===== src/rtl/ucsbece154a_mem_responder_pkg.sv =====
// rtl/ucsbece154a_mem_responder_pkg.sv - shared encodings and constants for the memory responder
package ucsbece154a_mem_responder_pkg;

  // Responder FSM encodings, kept next to the other controller state encodings.
  typedef enum logic [1:0] {
    resp_state_Idle = 2'b00,
    resp_state_Wait = 2'b01,
    resp_state_Resp = 2'b10
  } resp_state_e;

  localparam int MEM_WORD_BYTES = 4;
  localparam int MEM_OFF_W      = $clog2(MEM_WORD_BYTES);
  localparam int MEM_WORD_W     = 32;
  localparam int CNT_W          = 4;

endpackage


===== src/rtl/ucsbece154a_mem_array.sv =====
// rtl/ucsbece154a_mem_array.sv - word array with synchronous write and combinational read
module ucsbece154a_mem_array
  import ucsbece154a_mem_responder_pkg::*;
#(
  parameter int DEPTH_WORDS = 64,
  parameter int IDX_W       = $clog2(DEPTH_WORDS)
) (
  input  logic                  clk,
  input  logic                  we,
  input  logic [IDX_W-1:0]      idx,
  input  logic [MEM_WORD_W-1:0] wd,
  output logic [MEM_WORD_W-1:0] rd
);

  // Contents survive reset on purpose; only the responder FSM is reset.
  logic [MEM_WORD_W-1:0] mem [DEPTH_WORDS];

  // Single write port, committed on the rising edge.
  always_ff @(posedge clk) begin
    if (we) begin
      mem[idx] <= wd;
    end
  end

  assign rd = mem[idx];

endmodule


===== src/rtl/ucsbece154a_mem_responder.sv =====
// rtl/ucsbece154a_mem_responder.sv - single-outstanding memory responder with emulated latency
module ucsbece154a_mem_responder
  import ucsbece154a_mem_responder_pkg::*;
#(
  parameter int DEPTH_WORDS = 64,
  parameter int LATENCY     = 2
) (
  input  logic                  clk,
  input  logic                  reset,
  input  logic                  req_valid_i,
  input  logic                  req_write_i,
  input  logic [31:0]           req_addr_i,
  input  logic [31:0]           req_wdata_i,
  output logic                  req_ready_o,
  output logic                  resp_valid_o,
  output logic [MEM_WORD_W-1:0] resp_rdata_o,
  output logic                  resp_err_o
);

  localparam int IDX_W = $clog2(DEPTH_WORDS);
  localparam logic [CNT_W-1:0] LAT_M1 = CNT_W'(LATENCY - 1);

  resp_state_e             state_q, state_d;
  logic [CNT_W-1:0]        cnt_q, cnt_d;
  logic                    wr_q, wr_d;
  logic [IDX_W-1:0]        idx_q, idx_d;
  logic [MEM_OFF_W-1:0]    off_q, off_d;
  logic [MEM_WORD_W-1:0]   wdata_q, wdata_d;

  logic                    aligned;
  logic                    arr_we;
  logic [MEM_WORD_W-1:0]   arr_rd;

  // Address bits above the array span are ignored so addresses wrap.
  logic unused_addr_hi;
  assign unused_addr_hi = ^req_addr_i[31:IDX_W+MEM_OFF_W];

  assign aligned = (off_q == '0);
  // Writes are driven only from latched state in RESP, so an X on req_valid_i cannot reach the array.
  assign arr_we  = (state_q == resp_state_Resp) && wr_q && aligned;

  ucsbece154a_mem_array #(
    .DEPTH_WORDS (DEPTH_WORDS),
    .IDX_W       (IDX_W)
  ) u_array (
    .clk (clk),
    .we  (arr_we),
    .idx (idx_q),
    .wd  (wdata_q),
    .rd  (arr_rd)
  );

  // State, wait counter and latched request; reset aborts any in-flight access.
  always_ff @(posedge clk or negedge reset) begin
    if (!reset) begin
      state_q <= resp_state_Idle;
      cnt_q   <= '0;
      wr_q    <= 1'b0;
      idx_q   <= '0;
      off_q   <= '0;
      wdata_q <= '0;
    end else begin
      state_q <= state_d;
      cnt_q   <= cnt_d;
      wr_q    <= wr_d;
      idx_q   <= idx_d;
      off_q   <= off_d;
      wdata_q <= wdata_d;
    end
  end

  // Next-state, request capture and response outputs.
  always_comb begin
    state_d      = state_q;
    cnt_d        = cnt_q;
    wr_d         = wr_q;
    idx_d        = idx_q;
    off_d        = off_q;
    wdata_d      = wdata_q;
    req_ready_o  = 1'b0;
    resp_valid_o = 1'b0;
    resp_rdata_o = '0;
    resp_err_o   = 1'b0;

    case (state_q)
      resp_state_Idle: begin
        req_ready_o = 1'b1;
        if (req_valid_i) begin
          wr_d    = req_write_i;
          idx_d   = req_addr_i[IDX_W+MEM_OFF_W-1:MEM_OFF_W];
          off_d   = req_addr_i[MEM_OFF_W-1:0];
          wdata_d = req_wdata_i;
          cnt_d   = LAT_M1;
          state_d = (LATENCY == 1) ? resp_state_Resp : resp_state_Wait;
        end
      end
      resp_state_Wait: begin
        cnt_d = cnt_q - 1'b1;
        // A zero count here is unreachable but must not strand the FSM.
        if (cnt_q <= 1) begin
          cnt_d   = '0;
          state_d = resp_state_Resp;
        end
      end
      resp_state_Resp: begin
        resp_valid_o = 1'b1;
        resp_err_o   = !aligned;
        if (!wr_q && aligned) begin
          resp_rdata_o = arr_rd;
        end
        state_d = resp_state_Idle;
      end
      default: begin
        state_d = resp_state_Idle;
      end
    endcase
  end

endmodule


===== config.mk =====
export PLATFORM = sky130hd
export DESIGN_NAME = ucsbece154a_mem_responder
export DESIGN_NICKNAME = d
export VERILOG_FILES = /design/src/rtl/ucsbece154a_mem_responder_pkg.sv /design/src/rtl/ucsbece154a_mem_array.sv /design/src/rtl/ucsbece154a_mem_responder.sv
export SDC_FILE = /design/constraint.sdc
export NUM_CORES = 2
export LEC_CHECK = 0
export CAP_MARGIN = 40
export CORE_MARGIN = 8
export CORE_UTILIZATION = 44
export DETAILED_ROUTE_END_ITERATION = 10
export DONT_BUFFER_PORTS = 1
export GPL_TIMING_DRIVEN = 0
export PLACE_DENSITY_LB_ADDON = 0.2
export SLEW_MARGIN = 0
export SYNTH_ARGS = -nofsm -noshare
export SYNTH_HDL_FRONTEND = slang
export SYNTH_SLANG_ARGS = --single-unit

===== constraint.sdc =====
create_clock -name clk -period 4.4 [get_ports clk]
set_input_delay 0.66 -clock clk [delete_from_list [all_inputs] [get_ports clk]]
set_output_delay 0.66 -clock clk [all_outputs]
set_load 0.1 [all_outputs]

==> out/metrics.yaml <==
status:
  status: "complete, but fails checks"
  violations: "design-rule violations, negative setup slack"
worst_setup_path:
  slowest_stage: "a22oi_2"
  critPathKind: "flop to output port"
  cp-end-kind: "output port"
  cp-start-kind: "flop"
  crit_chain: "buf_12 > buf_2 > buf_2 > buf_8 > nor2_1 > a31oi_1 > o21ai_2 > a22oi_2 > a41oi_4 > clkbuf_16"
  worst_ep_arrival_time_ps: 4120
  path_max_fanout: 10
  slowest_delay_ps: 610
  crit_required_ps: 3740
  path_common_cell: "buf_2"
  r2r_cells: 9
route:
  post_drt_wl_per_cell_um: 39.37
  drtIter0Drc: 8971
  avgViaCountPerCell: 6.738
  vias: 51650
  drt_pass1_iterations: 9
  drc: 1
  ant_nets: 0
  routed_wl_um: 301700
yosys:
  synthDistinctLibCells: 68
  synth.area.top_cells: "edfxtp_1 (77%), a221oi_1 (4.2%), a22oi_1 (3.8%), mux2i_1 (1.9%), o22ai_1 (1.5%)"
  yosys.area_share.simple: 0.02911
  synth_top_area_cell: "edfxtp_1"
  yosysTopAreaCellShare: 0.7735
  synth-seq-area-share: 0.7883
  synthTopCellsByCount: "edfxtp_1 (2,048), a22oi_1 (402), a221oi_1 (382), nor2_1 (220), o22ai_1 (190)"
  synth_top_family_by_area: "compound AO/OA/AOI/OAI gates"
  ys.flop_type: "edfxtp_1"
  synth_edf_count: 2048
  ys_ff_latch: 2095
  synth.most_common_cell: "edfxtp_1"
  syn_area_um2: 79510
  synth-compound-area-share: 0.1251
  synth.avg_cell_area_um2: 17.44
  synthMuxAreaShare: 0.03564
  synthXorXnorAreaFrac: 0
  synthCells: 4558
  yosysWarnings: 0
  syn-num-nets: 4628
  async_reset_ff_frac: 0.02243
  synthAdderAreaFrac: 0.0003147
placement:
  port_buffers: 0
  place_inst: 7147
  dp_hpwl_um: 205700
  gp_congestion: 0.9946
die:
  die-height_um: 441.1
  core_um2: 180200
  rows: 156
  die_x_um: 441.1
  die-area_um2: 194600
  start_util: 0.4413
  ioPinCount: 103
clock_tree:
  cts_tree: "done"
  clockRootBuffer: "clkbuf_16"
  path_clk_slew_ps: 60
  cts_buffers: 204
  htreeDepth: 4
  clock_sinks: 2095
  clockBufferDepth: 3
  insertion_delay_ps: 850
timing:
  period_minus_slack_ps: 4782
  hold_violations: 0
  maxSlewHeadroom: 0.3506
  setup_ws_ps: -382.3
  fin_crit_sh: 1.087
  rsz0062_at_grt: "yes"
  skew_ps: 35.93
  setup_viol: 26
  tns_ps: -2423
  fmax_mhz: 209.1
  worstMarginPinSlew_ps: 974.2
  maxSlewViolCount: 0
power:
  leakagePower_nw: 31.33
  power_density_nw_per_um2: 730.0
  vdd_drop_max_mv: 1.007
run:
  cap_violations: 0
grt:
  grt_usage: 0.2988
  grt_pass1_wl_um: 402400
  antenna_found_initial: 15
  grt_pass1_vias: 48200
  grt_max_degree: 66
  grt-ovfl-total: 0
min_path:
  min_path_type: "primary input to flop"
  hold-path-cell-count: 2
final_layout:
  syn2layout_area_growth_pct: 24.94
  nets: 5195
  drive_gt1_frac: 0.2880
  stdcell_count: 7665
-- layout by cell type (no fill, tap or decap), types with 38 or more instances in the layout --
master	n
edfxtp_1	2048
a221oi_1	332
a22oi_1	332
clkbuf_16	236
buf_4	158
nor2_1	148
mux2i_1	146
o22ai_1	136
buf_12	126
a21oi_1	103
buf_6	101
mux2_2	97
clkbuf_1	88
a22oi_2	70
nor2_4	67
o21ai_0	61
nand2_1	60
buf_8	56
clkbuf_2	53
o22ai_2	53
buf_2	51
a221oi_2	46
clkinv_1	45
dlygate4sd3_1	42
buf_16	40
nor3_1	38
-- layer usage --
| layer | GRT usage | routed length, um | up-vias |
|---|---|---|---|
| li1 | - | - | 20290 |
| met1 | 0.3942 | 108300 | 26470 |
| met2 | 0.4479 | 132400 | 4001 |
| met3 | 0.08517 | 40150 | 891 |
| met4 | 0.1640 | 20920 | 2 |
| met5 | 0 | 7 | - |
-- registers in the layout (all words and copies together), names as in the netlist --
register	cells
cnt_q	4
idx_q	6
off_q	2
state_q	2
u_array.mem	2048
wdata_q	32
wr_q	1
-- cell type report --
| class | count | area (um2) |
|---|---|---|
| clock buffers | 272 | 5518 |
| multi-input cells | 2094 | 18400 |
| fillers | 13750 | 80820 |
| repair buffers | 368 | 5752 |
| diodes | 4 | 10.01 |
| plain buffers | 354 | 3060 |
| well taps | 2370 | 2965 |
| clock inverters | 100 | 838.3 |
| flip-flops and latches | 2095 | 62750 |
| inverters | 8 | 41.29 |
-- timing repair --
item                       in CTS  in global routing
pin swaps                      41                145
setup buffers                  14                 79
hold buffers                   43                  0
hold endpoints to repair       88                  0
setup endpoints to repair    1106                685
cloned                          0                  7
gates resized for setup       590                565
-- final timing paths --
check                                            to        start  slack, ps
worst min-delay path                     state_q[0]  req_valid_i        100
worst max register to register  u_array.mem[50][11]   state_q[0]         40
max in group asynchronous                  idx_q[0]        reset       3750
worst min register to register             cnt_q[1]     cnt_q[1]        490
worst max-delay path               resp_rdata_o[28]     idx_q[0]       -380
min in group asynchronous               wdata_q[13]        reset        350
-- power by group --
group	internal (mW)	leakage, nW	switching, mW
registers	25.1	18.9	2.09
logic	9.00	9.29	19.3
clock network	9.43	3.10	7.58
-- kinds of logic (layout without fill, tap and decap cells) --
group,after synthesis,in the layout
AND/OR/NAND/NOR,489,489
multiplexers,256,256
buffers and inverters,369,1102
adder cells (fa/ha/maj),2,2
other,0,4
flip-flops,2095,2095
AO/OA/AOI/OAI,1347,1347
-- critical path, delay by kind of cell (launching register included) --
kind            cells  cell delay, ps
flops               1             510
simple gates        1              60
buf+inv             5            1400
compound gates      4            1240
-- through the flow --
step	util	worst slack, ps	power (mW)	area, um2	hold slack (ps)
after floorplan	-	337.6	37.02	79510	364.4
after global placement	0.4578	-2770	48.80	82470	366.4
after detailed placement	0.4850	-962.6	50.62	87380	366.5
after CTS	0.5343	-289.0	69.30	96250	61.67
after global routing	0.5514	-271.3	73.41	99330	124.0
final	0.5514	-382.3	72.52	99340	98.22
Power figures use the tool's default switching activity.
